`src/rtl/axi3_mst.sv`:
```
// AXI3 burst master: turns word-count commands into INCR bursts split at 4 KB and MAX_BEATS.
// Optional stall watchdog enabled with `define AXI3_MST_TIMEOUT_EN.
module axi3_mst #(
    parameter logic [3:0] AXI_ID    = 4'h1,
    parameter int         MAX_BEATS = 16
) (
    input  logic        clk,
    input  logic        rst_n,
    input  logic        cmd_valid,
    output logic        cmd_ready,
    input  logic        cmd_write,
    input  logic [31:0] cmd_addr,
    input  logic [15:0] cmd_len,
    output logic        done,
    output logic        resp_err,
    output logic        to_err,
    input  logic [31:0] wr_data,
    input  logic        wr_valid,
    output logic        wr_ready,
    output logic [31:0] rd_data,
    output logic        rd_valid,
    input  logic        rd_ready,
    output logic [3:0]  awid,
    output logic [31:0] awaddr,
    output logic [3:0]  awlen,
    output logic [2:0]  awsize,
    output logic [1:0]  awburst,
    output logic [1:0]  awlock,
    output logic        awvalid,
    input  logic        awready,
    output logic [3:0]  wid,
    output logic [31:0] wdata,
    output logic [3:0]  wstrb,
    output logic        wlast,
    output logic        wvalid,
    input  logic        wready,
    input  logic [3:0]  bid,
    input  logic [1:0]  bresp,
    input  logic        bvalid,
    output logic        bready,
    output logic [3:0]  arid,
    output logic [31:0] araddr,
    output logic [3:0]  arlen,
    output logic [2:0]  arsize,
    output logic [1:0]  arburst,
    output logic [1:0]  arlock,
    output logic        arvalid,
    input  logic        arready,
    input  logic [3:0]  rid,
    input  logic [31:0] rdata,
    input  logic [1:0]  rresp,
    input  logic        rlast,
    input  logic        rvalid,
    output logic        rready
);

    typedef enum logic [2:0] {IDLE, ADDR, DATA, RESP, NEXT, DONE} state_t;

    state_t      state;
    logic        is_write;
    logic [31:0] addr_q;
    logic [15:0] rem_q;
    logic [4:0]  beats_q;
    logic [4:0]  beat_cnt;
    logic [31:0] ax_addr;
    logic [3:0]  ax_len;

    logic        accept, issue, iss_write;
    logic [31:0] iss_addr;
    logic [15:0] iss_rem;
    logic [4:0]  iss_beats;
    logic        wr_phase, rd_phase;
    logic        aw_hs, ar_hs, w_hs, r_hs, b_hs;

    // Beats limited by MAX_BEATS, words left, and words up to the next 4 KB page.
    function automatic logic [4:0] calc_beats(input logic [9:0] word_off, input logic [15:0] rem);
        logic [15:0] beats;
        logic [15:0] to_4k;
        to_4k = 16'd1024 - {6'd0, word_off};
        beats = 16'(MAX_BEATS);
        if (to_4k < beats) beats = to_4k;
        if (rem < beats) beats = rem;
        return 5'(beats);
    endfunction

    always_comb begin
        if (state == IDLE) begin
            iss_addr  = cmd_addr & 32'hFFFF_FFFC;
            iss_rem   = cmd_len;
            iss_write = cmd_write;
        end else begin
            iss_addr  = addr_q;
            iss_rem   = rem_q;
            iss_write = is_write;
        end
        iss_beats = calc_beats(iss_addr[11:2], iss_rem);
    end

    assign accept = (state == IDLE) && cmd_valid;
    assign issue  = (accept && (cmd_len != 16'd0)) || ((state == NEXT) && (rem_q != 16'd0));

    assign cmd_ready = (state == IDLE);
    assign wr_phase  = (state == DATA) && is_write;
    assign rd_phase  = (state == DATA) && !is_write;

    assign awid    = AXI_ID;
    assign wid     = AXI_ID;
    assign arid    = AXI_ID;
    assign awaddr  = ax_addr;
    assign araddr  = ax_addr;
    assign awlen   = ax_len;
    assign arlen   = ax_len;
    assign awsize  = 3'b010;
    assign arsize  = 3'b010;
    assign awburst = 2'b01;
    assign arburst = 2'b01;
    assign awlock  = 2'b00;
    assign arlock  = 2'b00;
    assign wstrb   = 4'hF;

    // Data channels are pass-through while a burst is in its data phase.
    assign wvalid   = wr_phase & wr_valid;
    assign wr_ready = wr_phase & wready;
    assign wdata    = wr_phase ? wr_data : 32'd0;
    assign wlast    = wr_phase && (beat_cnt == beats_q - 5'd1);
    assign rd_valid = rd_phase & rvalid;
    assign rready   = rd_phase & rd_ready;
    assign rd_data  = rd_phase ? rdata : 32'd0;

    assign aw_hs = awvalid & awready;
    assign ar_hs = arvalid & arready;
    assign w_hs  = wvalid & wready;
    assign r_hs  = rvalid & rready;
    assign b_hs  = bvalid & bready;

    always_ff @(posedge clk) begin
        if (!rst_n) begin
            state    <= IDLE;
            is_write <= 1'b0;
            addr_q   <= 32'd0;
            rem_q    <= 16'd0;
            beats_q  <= 5'd0;
            beat_cnt <= 5'd0;
            ax_addr  <= 32'd0;
            ax_len   <= 4'd0;
            awvalid  <= 1'b0;
            arvalid  <= 1'b0;
            bready   <= 1'b0;
            done     <= 1'b0;
            resp_err <= 1'b0;
        end else begin
            done <= 1'b0;
            case (state)
                IDLE: begin
                    if (accept) begin
                        resp_err <= 1'b0;
                        is_write <= cmd_write;
                        if (cmd_len == 16'd0) begin
                            state <= DONE;
                            done  <= 1'b1;
                        end
                    end
                end
                ADDR: begin
                    if (aw_hs || ar_hs) begin
                        awvalid  <= 1'b0;
                        arvalid  <= 1'b0;
                        beat_cnt <= 5'd0;
                        state    <= DATA;
                    end
                end
                DATA: begin
                    if (w_hs) begin
                        beat_cnt <= beat_cnt + 5'd1;
                        if (wlast) begin
                            bready <= 1'b1;
                            state  <= RESP;
                        end
                    end else if (r_hs) begin
                        beat_cnt <= beat_cnt + 5'd1;
                        if (rlast) state <= NEXT;
                    end
                end
                RESP: begin
                    if (b_hs) begin
                        bready <= 1'b0;
                        state  <= NEXT;
                    end
                end
                NEXT: begin
                    if (rem_q == 16'd0) begin
                        state <= DONE;
                        done  <= 1'b1;
                    end
                end
                DONE:    state <= IDLE;
                default: state <= IDLE;
            endcase

            if (issue) begin
                ax_addr <= iss_addr;
                ax_len  <= 4'(iss_beats - 5'd1);
                beats_q <= iss_beats;
                addr_q  <= iss_addr + {25'd0, iss_beats, 2'b00};
                rem_q   <= iss_rem - {11'd0, iss_beats};
                awvalid <= iss_write;
                arvalid <= !iss_write;
                state   <= ADDR;
            end

            // Errors are recorded but never stop the transfer.
            if (r_hs && ((rresp != 2'b00) || (rid != AXI_ID))) resp_err <= 1'b1;
            if (b_hs && ((bresp != 2'b00) || (bid != AXI_ID))) resp_err <= 1'b1;
        end
    end

`ifdef AXI3_MST_TIMEOUT_EN
    logic [9:0] to_cnt;
    logic       stall, any_hs;

    assign stall  = (awvalid & !awready) | (arvalid & !arready) | (wvalid & !wready);
    assign any_hs = aw_hs | ar_hs | w_hs | r_hs | b_hs;

    always_ff @(posedge clk) begin
        if (!rst_n) begin
            to_cnt <= 10'd0;
            to_err <= 1'b0;
        end else begin
            if (any_hs) to_cnt <= 10'd0;
            else if (stall && (to_cnt != 10'h3FF)) to_cnt <= to_cnt + 10'd1;
            if (accept) to_err <= 1'b0;
            else if (to_cnt == 10'h3FF) to_err <= 1'b1;
        end
    end
`else
    assign to_err = 1'b0;
`endif

endmodule
```
`config.mk`:
```
export PLATFORM = sky130hd
export DESIGN_NAME = axi3_mst
export DESIGN_NICKNAME = d
export VERILOG_FILES = /design/src/rtl/axi3_mst.sv
export SDC_FILE = /design/constraint.sdc
export NUM_CORES = 1
export LEC_CHECK = 0
export ABC_AREA = 1
export CAP_MARGIN = 25
export CORE_MARGIN = 2
export CORE_UTILIZATION = 25
export DETAILED_ROUTE_END_ITERATION = 12
export PLACE_DENSITY_LB_ADDON = 0.25
export SLEW_MARGIN = 20
export SYNTH_ARGS = -nofsm -noshare
export SYNTH_HDL_FRONTEND = slang
export SYNTH_SLANG_ARGS = --single-unit
```
`constraint.sdc`:
```
create_clock -name clk -period 6.6 [get_ports clk]
set_input_delay 1.65 -clock clk [delete_from_list [all_inputs] [get_ports clk]]
set_output_delay 1.65 -clock clk [all_outputs]
set_load 0.03 [all_outputs]
```
---- Word-level counts from Yosys, hierarchy flattened ----
Index checks and enable logic that the tools add are counted.
cells by class
  $add $sub $neg .......................... 6
  magnitude comparators ................... 2
  eq/ne operators ......................... 25
  muxes and demuxes ....................... 38
  bitwise logic cells ..................... 10
  reduce and logical (&&, ||, !) cells .... 35
operators by type and width
  cell                                                                           count
  32-bit two-way mux                                                             3
  32-bit by 7-bit adder with 32-bit output                                       1
  16-bit zero test                                                               2
  16-bit two-way mux                                                             2
  16-bit nonzero test                                                            2
  3-bit two-way mux                                                              9
  5-bit two-way mux                                                              4
  16-bit less-than comparator                                                    1
  16-bit by 5-bit less-than comparator with 1-bit output, second input constant  1
  1-bit two-way mux                                                              16
  8-bit AND reduction                                                            2
  16-bit by 5-bit subtractor with 16-bit output                                  1
  3-bit != test, second input constant                                           5
  3-bit one-hot mux with 5 select lines                                          1
  4-bit != test, second input constant                                           3
  2-bit nonzero test                                                             6
  11-bit by 10-bit subtractor with 12-bit output, first input constant           1
  5-bit one-hot mux with 2 select lines                                          1
  1-bit bitwise AND                                                              9
  1-bit logical AND                                                              8
  2-bit != test, second input constant                                           4
  4-bit by 1-bit != test with 1-bit output, second input constant                2
  3-bit by 2-bit == test with 1-bit output, second input constant                2
  2-bit by 1-bit != test with 1-bit output, second input constant                3
  18 further kinds                                                               27
word-level totals
  register bits after elaboration ......... 103
  output and inout bits ................... 178
  word-level logic and storage cells ...... 130

---- Longest topological paths before layout ----
Gate-level depths: netlist of run 1.
  depth after elaboration ................. 8
  mapped depth ............................ 45
  mapped depth without buffers ............ 44

---- Worst setup path after synthesis of run 1 ----
OpenSTA, ideal clock, no wires.
  kind .................................... input -> register
  start point ............................. input port cmd_addr[3]
  end point ............................... register addr_q[30]
  library setup time ...................... 0.056 ns
  arrival ................................. 5.461 ns
  data required time ...................... 6.544 ns
  slack ................................... 1.083 ns
  stages on the path ...................... 43
  buffers on the path ..................... 0
  cells stage by stage .................... inv_1 -> nand3_1 -> nand2_1 -> ha_1 -> nand2_1 -> nor2_1 -> nor2_1 -> nand2_1 -> inv_1 -> nand3_1 -> ha_1 -> nand2_1 -> inv_1 -> nand2_1 -> nand2_1 -> nand2_1 -> nand2_2 -> nand2_4 -> [7 not listed] -> nand2_1 -> a21oi_1 -> nor2_2 -> nand2_1 -> nor2_2 -> nand2_1 -> clkinv_1 -> nand3_1 -> clkinv_1 -> nand2_2 -> nor2_4 -> nand3_2 -> nor2_4 -> nand2_1 -> nand3_1 -> o211ai_1 -> nand2_1 -> inv_1
between the ends
  cells in the longest elaborated chain, start to end .. 7
ends and longest elaborated chain
  element                                                 RTL line  source
  from (decl)                                             12        input logic [31:0] cmd_addr,
  32-bit two-way mux *                                    87        if (state == IDLE) begin
  11-bit by 10-bit subtractor with 12-bit output *        79        to_4k = 16'd1024 - {6'd0, word_off};
  16-bit by 5-bit less-than comparator with 1-bit output  81        if (to_4k < beats) beats = to_4k;
  16-bit two-way mux *                                    81
  16-bit less-than comparator                             82        if (rem < beats) beats = rem;
  5-bit two-way mux *                                     82
  via iss_beats[0]                                        71        logic [4:0] iss_beats;
  32-bit by 7-bit adder with 32-bit output *              204       addr_q <= iss_addr + {25'd0, iss_beats, 2'b00};
  to (signal assigned)                                    204
  to (decl)                                               61        logic [31:0] addr_q;
Mark *: on every way through the listed nets, which the timed path passes. The rest lies on a longest branch.
A chain may end at the register's enable or synchronous reset.

---- Final worst setup path of run 1 ----
Ends and elaborated chain as after synthesis.

==> metrics.cfg, run 1 <==
[synth]
yosysSeqAreaShare_pct=27.4
synth_flop_cell=dfxtp_1
synth_xor_area_share_pct=2.18
synth_area_mm2=0.00722
synth_top_cells_by_area=dfxtp_1 (27%), inv_1 (9.6%), nand2_1 (8.7%), nor2_1 (7.7%), buf_4 (7.3%)
synth-compound-area-share_pct=15.6
synth_top_cell_by_area=dfxtp_1
synth_top_cells_by_count=inv_1 (185), nand2_1 (167), nor2_1 (148)
syn_inst=1094
ys_ff_latch=99
yosys.area_share.simple_pct=28.4
synth-edff-count=0
yosys-mux-area-fraction_pct=0.554
yosysMostFrequentCell=inv_1
synth_top_family_by_area=simple AND/OR/NAND/NOR gates
synth-async-reset-ratio_pct=0
yosysUniqueCellTypes=63
syn_area_per_cell_um2=6.60
yosys_warnings=0
yosys.area.top_type_share_pct=27.4
synthAdderAreaFrac_pct=4.71

[drt]
ant_nets=0
routed_wl_um=24600
drc=0
avgViaCountPerCell=4.26
drtPass1Iterations=5
drtIter0Drc=349
post_drt_wl_per_cell_um=14.1
num_vias=7440

[die]
initial_core_util_pct=25.3
die_w_um=174
dieArea_mm2=0.0303
die_h_um=174
rows=62
io_pins=314
design.core.area_mm2=0.0285

[timing]
max_freq_mhz=164
slew_violations=0
finalHoldViolCount=0
setup_viol=0
fin_crit_ns=6.08
maxSlewHeadroom_pct=37.1
tightestPinTransition_ns=0.942
tns_ns=0
period_share_pct=92.1
clock_skew_ns=0.00902

[cts]
cts.sinks=99
clk_latency_ns=0.36
cts_tree=done
clockBufferDepth=2
cts-root-buf=clkbuf_16
ctsHtreeMaxLevel=3
postCtsHoldBufs=0
cts_buffers=9
cts.clk_slew.worst_paths_ns=0.08

[worst_setup_path]
worstSetupStartpointType=primary input
worstSetupPathType=primary input to register
worstPathMaxFanout=9
reg2reg_slack_ns=1.33
end_kind=register
required_ns=6.91
path_common_cell=nand2_1
cp_data_arrival_time_ns=6.39
slowest_delay_ns=0.45
critPathSlowestCell=clkdlybuf4s50_1

[pwr]
p_total_w=0.00518
power_density_mw_per_mm2=492
max-vdd-ir-drop_mv=0.200
leakage_nw=4.70

[grt]
grt_pass1_wl_um=38500
grt_util_all_layers_pct=16.1
grt_remaining_overflow=0
grt_max_degree=58
first_global_vias=7043
grt_antenna_before_repair=0

[run]
drv_cap=0

[worst_hold_path]
hp-class=register to register

[place]
dp_hpwl_um=19400
dp.cells=1730
gp_congestion=0.839
numPortBuffers=276

[final_layout]
areaGrowthSynthToFinish_pct=45.9
instances_no_fill=1746
nNetsFinal=1519
diodes=0
layout-drive-gt1-share_pct=10.9

[run_status]
outcome=finished, final reports clean

routing by layer:
metal / GRT usage [%] / vias to the layer above / share of wire [%]
li1: - / 3891 / -
met1: 20.6 / 3310 / 45
met2: 27.4 / 212 / 47
met3: 2.71 / 27 / 5.3
met4: 5.01 / 0 / 2.0
met5: 0 / - / 0
logic make-up (layout without fill, tap and decap cells):
family,count (synthesis),after routing
compound gates,184,184
xor+xnor,18,18
fa+ha+maj,26,26
simple gates,447,447
buf+inv,314,544
flops,99,99
other cells,2,40
mux,4,4
sequential cells by signal, summed over array words and instances, names as in the netlist:
register,cells
rem_q,16
is_write,1
beats_q,5
beat_cnt,5
araddr,30
resp_err,1
addr_q,30
done,1
bready,1
arlen,4
arvalid,1
awvalid,1
state,3
final cells by class:
| type | count | area [um^2] |
|---|---|---|
| clock buffers | 10 | 239 |
| clock inverters | 6 | 71.3 |
| fillers | 3093 | 18000 |
| inverters | 207 | 777 |
| multi-input cells | 719 | 3880 |
| flip-flops and latches | 99 | 1980 |
| well taps | 384 | 480 |
| repair buffers | 321 | 3100 |
critical path, delay by kind of cell:
| family | cells | cell delay, ns |
|---|---|---|
| and+or+nand+nor | 30 | 2.37 |
| adders and majority gates | 4 | 1.18 |
| buffers and inverters | 8 | 0.92 |
| AOI/OAI and AO/OA | 2 | 0.27 |
worst paths after layout:
| check | from | endpoint | cells past startpoint |
|---|---|---|---|
| max | cmd_addr[3] | addr_q[30]$_SDFFE_PN0N_ | 44 |
| min | addr_q[17]$_SDFFE_PN0N_ | addr_q[17]$_SDFFE_PN0N_ | 2 |
| max reg2reg | state[1]$_SDFFE_PP0P_ | addr_q[30]$_SDFFE_PN0N_ | 42 |
| min reg2reg | addr_q[17]$_SDFFE_PN0N_ | addr_q[17]$_SDFFE_PN0N_ | 2 |
through the flow:
step                cell area [um^2]  utilization [%]  hold WS [ns]  setup slack (ns)
floorplan                       7360                -         0.422              1.08
global placement               10200             35.8         0.439            0.0688
detailed placement             10200             35.8         0.448            0.0494
CTS                            10500             36.9         0.464             0.402
global route                   10500             36.9         0.493           -0.0205
finish                         10500             36.9         0.464             0.521
layout by cell type (no fill, tap or decap), types with 3 or more instances in the layout:
cell type / netlist / routed
clkdlybuf4s50_1: 0 / 276
inv_1: 185 / 184
nand2_1: 167 / 165
nor2_1: 148 / 147
dfxtp_1: 99 / 99
o21ai_0: 73 / 73
buf_4: 70 / 45
conb_1: 2 / 40
nand3_1: 36 / 35
a21oi_1: 29 / 29
ha_1: 24 / 24
inv_2: 19 / 20
o22ai_1: 18 / 18
nand2_2: 13 / 15
nor3_1: 13 / 13
nor2_2: 11 / 12
o21ai_2: 11 / 11
nand4_1: 11 / 11
o21ai_1: 10 / 10
xor2_1: 10 / 10
nor4_1: 10 / 10
clkbuf_16: 0 / 9
nand3b_1: 8 / 8
xnor2_1: 8 / 8
a31oi_1: 7 / 7
a211oi_1: 6 / 6
nor2_4: 5 / 5
or2_2: 5 / 5
o221ai_1: 5 / 5
mux2i_1: 4 / 4
nand3_2: 3 / 4
o211ai_1: 4 / 4
nand2_4: 3 / 3
o31ai_1: 3 / 3
clkinv_1: 3 / 3
nor3_2: 3 / 3
report_power, final:
part           leakage, nW  internal, W  total, W  switching [W]
Sequential           0.813     0.000828  0.000971       0.000142
Clock                0.151     0.000310  0.000570       0.000260
Combinational         3.73      0.00132   0.00364        0.00232
Total                 4.70      0.00246   0.00518        0.00272
what timing repair did:
action,CTS,global route
resized for setup,0,4
endpoints found under the setup margin,0,6
setup buffers,0,0
No activity file was read; power rests on OpenSTA's default activity.
==> run 2, diff against run 1 <==
CTS_CLUSTER_SIZE = 12   (was unset)
PLACE_DENSITY = 0.6   (was unset)
PLACE_DENSITY_LB_ADDON = unset   (was 0.25)
==> metrics.cfg, run 2 (synthesis results as in run 1) <==
[run_status]
outcome=finished, final reports clean

[timing]
setup_viol=0  ; unchanged
tns_ns=0  ; unchanged
max_freq_mhz=165  ; +0.14%
period_share_pct=92.0  ; -0.13 points
fin_crit_ns=6.07  ; -0.00860 ns
clock_skew_ns=0.00971  ; +0.000688 ns
finalHoldViolCount=0  ; unchanged
maxSlewHeadroom_pct=46.9  ; +9.8 points
fin_hold_ws_ns=0.466  ; +0.00185 ns
tightestPinTransition_ns=0.788  ; -0.154 ns
slew_violations=0  ; unchanged

[cts]
post_cts_buffers=0  ; unchanged
ctsHtreeMaxLevel=3  ; unchanged
clk_latency_ns=0.36  ; about the same
cts_tree=done
postCtsHoldBufs=0  ; unchanged
cts-resized-gates=0  ; unchanged
cts.clk_slew.worst_paths_ns=0.07  ; about the same
cts-root-buf=clkbuf_16
cts_buffers=9  ; unchanged
cts.sinks=99  ; unchanged
clockBufferDepth=2  ; unchanged

[worst_setup_path]
worstPathMaxFanout=9  ; unchanged
end_kind=register
crit-reg2reg-launch=state[1]$_SDFFE_PP0P_
path_common_cell=nand2_1
reg2reg_slack_ns=1.24  ; -0.09 ns
cp_data_arrival_time_ns=6.38  ; about the same
cp_top_family=simple AND/OR/NAND/NOR gates
critPathSlowestCell=clkdlybuf4s50_1
reg2reg_to=addr_q[30]$_SDFFE_PN0N_
rr_worst_depth=44  ; +4.8%
slowest_delay_ns=0.45  ; about the same
worstSetupStartpointType=primary input
worstSetupPathType=primary input to register
required_ns=6.91  ; about the same
crit_buf_inv=7  ; -1

[final_layout]
layout_common_cells=clkdlybuf4s50_1 (276), inv_1 (184), nand2_1 (166)
final_area_mm2=0.0105  ; -0.14%
final_common_cell=clkdlybuf4s50_1
diodes=0  ; unchanged
regArea_mm2=0.00198  ; unchanged
layout-drive-gt1-share_pct=10.5  ; -0.40 points
areaGrowthSynthToFinish_pct=45.7
nNetsFinal=1514  ; -0.33%
multiInputGateArea_mm2=0.00389  ; about the same
fillers=3089  ; -0.13%
final_util_pct=36.8  ; -0.053 points

[die]
rows=62  ; unchanged
design.core.area_mm2=0.0285  ; unchanged
die_w_um=174  ; unchanged
initial_core_util_pct=25.3  ; unchanged
die_h_um=174  ; unchanged
io_pins=314  ; unchanged
dieArea_mm2=0.0303  ; unchanged

[grt]
grt_max_degree=58  ; unchanged
first_global_vias=7135  ; +1.3%
grt_util_all_layers_pct=15.5  ; -0.58 points
grt_pass1_wl_um=37500  ; -2.7%
grt_remaining_overflow=0  ; unchanged
grt_antenna_before_repair=0  ; unchanged

[drt]
num_vias=7525  ; +1.1%
avgViaCountPerCell=4.32  ; +1.4%
drc=0  ; unchanged
drtPass1Iterations=4  ; -1
ant_nets=0  ; unchanged
post_drt_wl_per_cell_um=13.9  ; -1.3%
drtIter0Drc=279  ; -20%
routed_wl_um=24200  ; -1.6%

[pwr]
leakage_nw=4.68  ; -0.32%
max-vdd-ir-drop_mv=0.188  ; -6.0%
power_density_mw_per_mm2=495  ; +0.63%
p_total_w=0.00521  ; +0.49%

[worst_hold_path]
holdPathEnd=addr_q[14]$_SDFFE_PN0N_
hp-class=register to register
worstHoldStart=addr_q[14]$_SDFFE_PN0N_
whs_path_depth=1  ; -1

[place]
gp_congestion=0.820  ; -2.3%
dp_hpwl_um=19000  ; -2.2%
place_area_mm2=0.0102  ; -0.37%
numPortBuffers=276  ; unchanged

[run]
drv_cap=0  ; unchanged

-- run 2: cell types whose count changed in the layout (fill, tap and decap cells not counted), sizes merged --
cell / delta
clkinvlp: -1
buf: -5
bufinv: +1
clkbuf: +3
clkinv: -1
inv: -2
-- run 2: cell type report --
cell class | instances | area share, %
clock inverters | 3 | 0.654
well taps | 384 | 4.57
flip-flops and latches | 99 | 18.8
repair buffers | 316 | 29.1
clock buffers | 13 | 2.47
inverters | 207 | 7.39
multi-input cells | 719 | 37.0
-- run 2: layer usage --
layer	GRT usage, %	vias to the layer above	share of wire [%]
met1	19.7	3387	45
met5	0	-	0
met2	26.0	231	47
met4	5.71	0	2.4
li1	-	3880	-
met3	2.91	27	6.1
-- run 2: report_power, final --
part	internal, W	switching, W	leakage, nW
Combinational	0.00131	0.00233	3.71
Clock	0.000355	0.000245	0.160
Sequential	0.000828	0.000142	0.813
-- run 2: metrics by stage --
step | setup WS, ns | std cells
2_1_floorplan | 1.08 | 1132
5_1_grt | -0.0223 | 1741
3_3_place_gp | 0.118 | 1724
4_1_cts | 0.424 | 1741
6_report | 0.529 | 1741
3_5_place_dp | 0.0686 | 1725
-- run 2: worst max path at each step --
stage                      from                       to  slack [ns]  depth (start not counted)
finish              cmd_addr[3]  addr_q[30]$_SDFFE_PN0N_        0.53                         44
global placement    cmd_addr[3]  addr_q[30]$_SDFFE_PN0N_        0.12                         41
floorplan           cmd_addr[3]  addr_q[30]$_SDFFE_PN0N_        1.08                         43
detailed placement  cmd_addr[3]  addr_q[30]$_SDFFE_PN0N_        0.07                         44
global route        cmd_addr[3]  addr_q[31]$_SDFFE_PN0N_       -0.02                         34
CTS                 cmd_addr[3]  addr_q[30]$_SDFFE_PN0N_        0.42                         44
